==> src/rtl/bus_cycle_seq.sv <==
// bus_cycle_seq: round-robin CPU/front-panel bus cycle sequencer (LOAD, STROBE, WAIT, END).
module bus_cycle_seq #(
  parameter int STROBE_CYCLES = 2,
  parameter int WAIT_TIMEOUT  = 255
) (
  input  logic        clk,
  input  logic        nreset,
  input  logic        cpu_req,
  input  logic        cpu_io,
  input  logic [23:0] cpu_addr,
  input  logic        fp_req,
  input  logic        fp_io,
  input  logic [23:0] fp_addr,
  input  logic        nwait,
  output logic        cpu_ack,
  output logic        fp_ack,
  output logic [15:0] ibus_addr,
  output logic [7:0]  aext,
  output logic        nwrite_ar,
  output logic        nmem,
  output logic        nio,
  output logic        busy,
  output logic        grant_fp,
  output logic        timeout_err
);
  typedef enum logic [2:0] {IDLE, LOAD, STROBE, WAIT, END} state_t;
  localparam logic [3:0] S_LAST = 4'(STROBE_CYCLES - 1);
  localparam logic [7:0] W_LAST = 8'(WAIT_TIMEOUT - 1);
  state_t state_q, state_d;
  logic [3:0] scnt_q, scnt_d;
  logic [7:0] wcnt_q, wcnt_d;
  logic [23:0] addr_q, addr_d, sel_addr;
  logic io_q, io_d, gfp_q, gfp_d, last_fp_q, last_fp_d, pick_fp, tmo;
  logic nwrite_ar_q, nwrite_ar_d, nmem_q, nmem_d, nio_q, nio_d, busy_q, busy_d;
  logic grant_fp_q, grant_fp_d, cpu_ack_q, cpu_ack_d, fp_ack_q, fp_ack_d, to_q, to_d, strobe_d;
  always_ff @(posedge clk) begin
    if (!nreset) begin
      state_q     <= IDLE;
      scnt_q      <= '0;
      wcnt_q      <= '0;
      addr_q      <= '0;
      io_q        <= 1'b0;
      gfp_q       <= 1'b0;
      last_fp_q   <= 1'b0;
      nwrite_ar_q <= 1'b1;
      nmem_q      <= 1'b1;
      nio_q       <= 1'b1;
      busy_q      <= 1'b0;
      grant_fp_q  <= 1'b0;
      cpu_ack_q   <= 1'b0;
      fp_ack_q    <= 1'b0;
      to_q        <= 1'b0;
    end else begin
      state_q     <= state_d;
      scnt_q      <= scnt_d;
      wcnt_q      <= wcnt_d;
      addr_q      <= addr_d;
      io_q        <= io_d;
      gfp_q       <= gfp_d;
      last_fp_q   <= last_fp_d;
      nwrite_ar_q <= nwrite_ar_d;
      nmem_q      <= nmem_d;
      nio_q       <= nio_d;
      busy_q      <= busy_d;
      grant_fp_q  <= grant_fp_d;
      cpu_ack_q   <= cpu_ack_d;
      fp_ack_q    <= fp_ack_d;
      to_q        <= to_d;
    end
  end
  // last_fp_q remembers the previous winner; FP wins ties unless it won last time
  always_comb begin
    state_d   = state_q;
    scnt_d    = scnt_q;
    wcnt_d    = wcnt_q;
    addr_d    = addr_q;
    io_d      = io_q;
    gfp_d     = gfp_q;
    last_fp_d = last_fp_q;
    tmo       = 1'b0;
    pick_fp   = fp_req & (~cpu_req | ~last_fp_q);
    sel_addr  = pick_fp ? fp_addr : cpu_addr;
    case (state_q)
      IDLE: if (cpu_req | fp_req) begin
        state_d   = LOAD;
        gfp_d     = pick_fp;
        last_fp_d = pick_fp;
        io_d      = pick_fp ? fp_io : cpu_io;
        addr_d    = {io_d ? 8'h00 : sel_addr[23:16], sel_addr[15:0]};
      end
      LOAD: begin
        state_d = STROBE;
        scnt_d  = '0;
      end
      STROBE: if (scnt_q == S_LAST) begin
        state_d = nwait ? END : WAIT;
        wcnt_d  = '0;
      end else scnt_d = scnt_q + 4'd1;
      WAIT: begin
        tmo     = ~nwait & (wcnt_q == W_LAST);
        state_d = (nwait | tmo) ? END : WAIT;
        wcnt_d  = wcnt_q + 8'd1;
      end
      END: state_d = IDLE;
      default: state_d = IDLE;
    endcase
  end
  // outputs are decoded from the next state so the registers line up with state_q
  always_comb begin
    strobe_d    = (state_d == STROBE) | (state_d == WAIT);
    nwrite_ar_d = state_d != LOAD;
    nmem_d      = ~(strobe_d & ~io_d);
    nio_d       = ~(strobe_d & io_d);
    busy_d      = state_d != IDLE;
    grant_fp_d  = busy_d & gfp_d;
    cpu_ack_d   = (state_d == END) & ~gfp_d;
    fp_ack_d    = (state_d == END) & gfp_d;
    to_d        = (state_d == END) & tmo;
  end
  assign cpu_ack     = cpu_ack_q;
  assign fp_ack      = fp_ack_q;
  assign ibus_addr   = addr_q[15:0];
  assign aext        = addr_q[23:16];
  assign nwrite_ar   = nwrite_ar_q;
  assign nmem        = nmem_q;
  assign nio         = nio_q;
  assign busy        = busy_q;
  assign grant_fp    = grant_fp_q;
  assign timeout_err = to_q;
endmodule

==> config.mk <==
export PLATFORM = sky130hd
export DESIGN_NAME = bus_cycle_seq
export DESIGN_NICKNAME = d
export VERILOG_FILES = /design/src/rtl/bus_cycle_seq.sv
export SDC_FILE = /design/constraint.sdc
export NUM_CORES = 1
export LEC_CHECK = 0
export ABC_AREA = 1
export ABC_CLOCK_PERIOD_IN_PS = 1500
export BUFFER_PORTS_ARGS = -buffer_cell sky130_fd_sc_hd__buf_2
export CAP_MARGIN = 25
export CORE_MARGIN = 2
export CORE_UTILIZATION = 48
export CTS_CLUSTER_SIZE = 20
export DETAILED_ROUTE_END_ITERATION = 16
export GPL_TIMING_DRIVEN = 0
export PLACE_DENSITY = 0.9
export SLEW_MARGIN = 25
export SYNTH_ARGS = -nofsm -noshare
export SYNTH_HDL_FRONTEND = slang
export SYNTH_SLANG_ARGS = --single-unit
==> constraint.sdc <==
create_clock -name clk -period 1.5 [get_ports clk]
set_input_delay 0.075 -clock clk [delete_from_list [all_inputs] [get_ports clk]]
set_output_delay 0.075 -clock clk [all_outputs]
set_load 0.02 [all_outputs]
==> impl_metrics.json <==
{
  "post-route-period-util": 0.947,
  "grt_usage": 0.234,
  "synth_area_leaders": "dfxtp_1 (44%), nand2_1 (15%), a21oi_1 (8.6%)",
  "clock-sinks": 50,
  "port_buffers": 85,
  "ys_warn_count": 0,
  "drv_cap": 0,
  "drive_gt1_frac": 0.337,
  "start_util": 0.509,
  "cts.path.max_buffers": 2,
  "antenna_cells": 0,
  "dp_slack_ns": 0.0409,
  "slew_viol_final": 0,
  "routed_wl_um": 5930,
  "critPathLaunchType": "register",
  "whs_ns": 0.0181,
  "drtIter0Drc": 157,
  "synth_top_cell_by_area": "dfxtp_1",
  "fin_ws_ns": 0.0790,
  "arrival_ns": 1.59,
  "num_rows": 24,
  "syn-cell-area_um2": 2260,
  "drc": 0,
  "synth_fp_nets": 370,
  "crit_path_end_kind": "register",
  "layoutNonFillerInstCount": 458,
  "drt_pre_antenna_iters": 5,
  "slew_headroom": 0.649,
  "grt-ovfl-total": 0,
  "period_minus_slack_ns": 1.42,
  "ys_seq_elements": 50,
  "io_pins": 87,
  "area_delta_synth_final_pct": 28.9,
  "detail-route-antenna-nets": 0,
  "required_ns": 1.67,
  "place_inst": 448,
  "core_area_um2": 4440,
  "total_leakage_power_nw": 1.37,
  "cts_tree": "built",
  "seq_area_frac_synth": 0.442,
  "powerDensity_nw_per_um2": 1200,
  "layout.nets": 464,
  "path_clk_slew_ns": 0.09,
  "grt_max_degree": 15,
  "syn-instance-count": 311,
  "cp_max_fo": 10,
  "clock_skew_ns": 0.00394,
  "numCtsBuffers": 5,
  "timing.fmax_mhz": 704,
  "hold_class": "in -> reg",
  "clock-root-buffer": "clkbuf_8",
  "hold_viol": 0,
  "synth.avg_cell_area_um2": 7.27,
  "clkLatencyLatePin_ns": 0.30,
  "ir_worst_vdd_mv": 0.674,
  "vias_per_cell": 5.29,
  "antenna_found_initial": 0,
  "worst_pin_slew_ns": 0.527,
  "die_x_um": 72.7,
  "wl_per_cell_um": 12.9,
  "finalSetupViolations": 0,
  "grt_pass1_vias": 2308,
  "cts_max_level": 2,
  "dieArea_um2": 5280,
  "vias": 2423,
  "grt_pass1_wl_um": 9750,
  "netlist.area_leader.share": 0.442,
  "hpwl_um": 4190,
  "finalWeightedCongestion": 0.882,
  "status": "complete, no violations",
  "tns_ns": 0,
  "synth.distinct_cells": 27,
  "die_h_um": 72.7,
  "path_class": "reg -> reg"
}
-- path summary, 6_finish.rpt --
kind	depth (start not counted)	to	slack (ns)	from
setup / recovery	7	busy	0.08	state_q[2]
hold / removal	3	addr_q[6]	0.02	fp_addr[6]
setup reg to reg	7	busy	0.08	state_q[2]
hold reg to reg	2	addr_q[17]	0.46	addr_q[17]
-- through the flow --
| step | cell area (µm²) | total power, mW | utilization |
|---|---|---|---|
| floorplan | 2260 | 2.27 | - |
| global placement | 2750 | 2.56 | 0.619 |
| detailed placement | 2750 | 2.59 | 0.619 |
| CTS | 2870 | 3.48 | 0.646 |
| global route | 2920 | 3.71 | 0.656 |
| finish | 2920 | 3.51 | 0.656 |
-- cell type report --
| class | instances | area (µm²) |
|---|---|---|
| timing repair buffer | 87 | 443 |
| tap | 52 | 65.1 |
| clock buffer | 8 | 110 |
| fill | 372 | 1530 |
| buffer | 14 | 91.3 |
| sequential | 50 | 1000 |
| inverter | 27 | 108 |
| multi-input combinational | 220 | 1100 |
-- routing by layer --
layer / vias to the layer above / routed length, µm / GRT usage / share of wire
met5: - / 0 / 0 / 0
met4: 0 / 110 / 0.0967 / 0.019
met3: 12 / 390 / 0.0511 / 0.066
met2: 94 / 3030 / 0.418 / 0.51
met1: 1121 / 2400 / 0.268 / 0.40
li1: 1196 / - / - / -
-- Yosys cell counts --
cell,n
a211oi_1,1
a21oi_1,39
a21oi_2,12
a31oi_1,1
a32oi_1,1
and2_1,1
buf_2,3
buf_6,3
buf_8,1
clkbuf_1,7
clkinv_1,1
dfxtp_1,50
ha_1,4
inv_1,23
inv_2,2
inv_4,1
nand2_1,89
nand2_2,1
nand3_1,13
nand4_1,3
nor2_1,22
nor2_2,2
nor2_4,1
nor3_1,5
nor3_2,1
o21ai_0,23
o21bai_1,1
-- placed cells by master, fill, tap and decap left out, types with 3 or more instances in the layout --
cell type / count
nor3_1: 5
o21ai_0: 21
nor2_1: 16
inv_2: 5
nand2_2: 3
clkbuf_8: 8
nand3_1: 12
buf_2: 88
a21oi_1: 39
nor2_2: 8
nand2_1: 87
a21oi_2: 12
buf_6: 3
dfxtp_1: 49
clkbuf_1: 6
nand4_1: 3
ha_1: 4
inv_1: 20
-- critical path: stages, from the launching register on --
cell	delay, ns
dfxtp_1	0.32
inv_1	0.07
nand3_1	0.18
clkinvlp_4	0.25
nand3_2	0.16
nand4_1	0.10
nor2_2	0.17
nor2_1	0.06
-- registers in the layout (all words and copies together), names as in the netlist, 3 cells and up --
register  cells
state_q       3
wcnt_q        8
scnt_q        4
addr_q       24
-- where the power goes --
part / switching (mW) / internal (mW)
clock: 0.426 / 0.466
combinational: 0.679 / 0.387
sequential: 0.0693 / 1.48
-- kinds of logic after synthesis --
| group | share of synthesized area |
|---|---|
| compound gates | 0.197 |
| fa+ha+maj | 0.0221 |
| buf+inv | 0.0857 |
| flops | 0.442 |
| simple gates | 0.253 |
-- what timing repair did --
| item | 4_1_cts | 5_1_grt |
|---|---|---|
| setup endpoints to repair | 2 | 18 |
| resized for setup | 2 | 17 |
| pin swaps | 0 | 1 |
| buffers inserted | 0 | 1 |
| endpoints found under the hold margin | 1 | 0 |
| hold buffers | 1 | 0 |
Note: power is estimated with default switching activity, not from simulation.
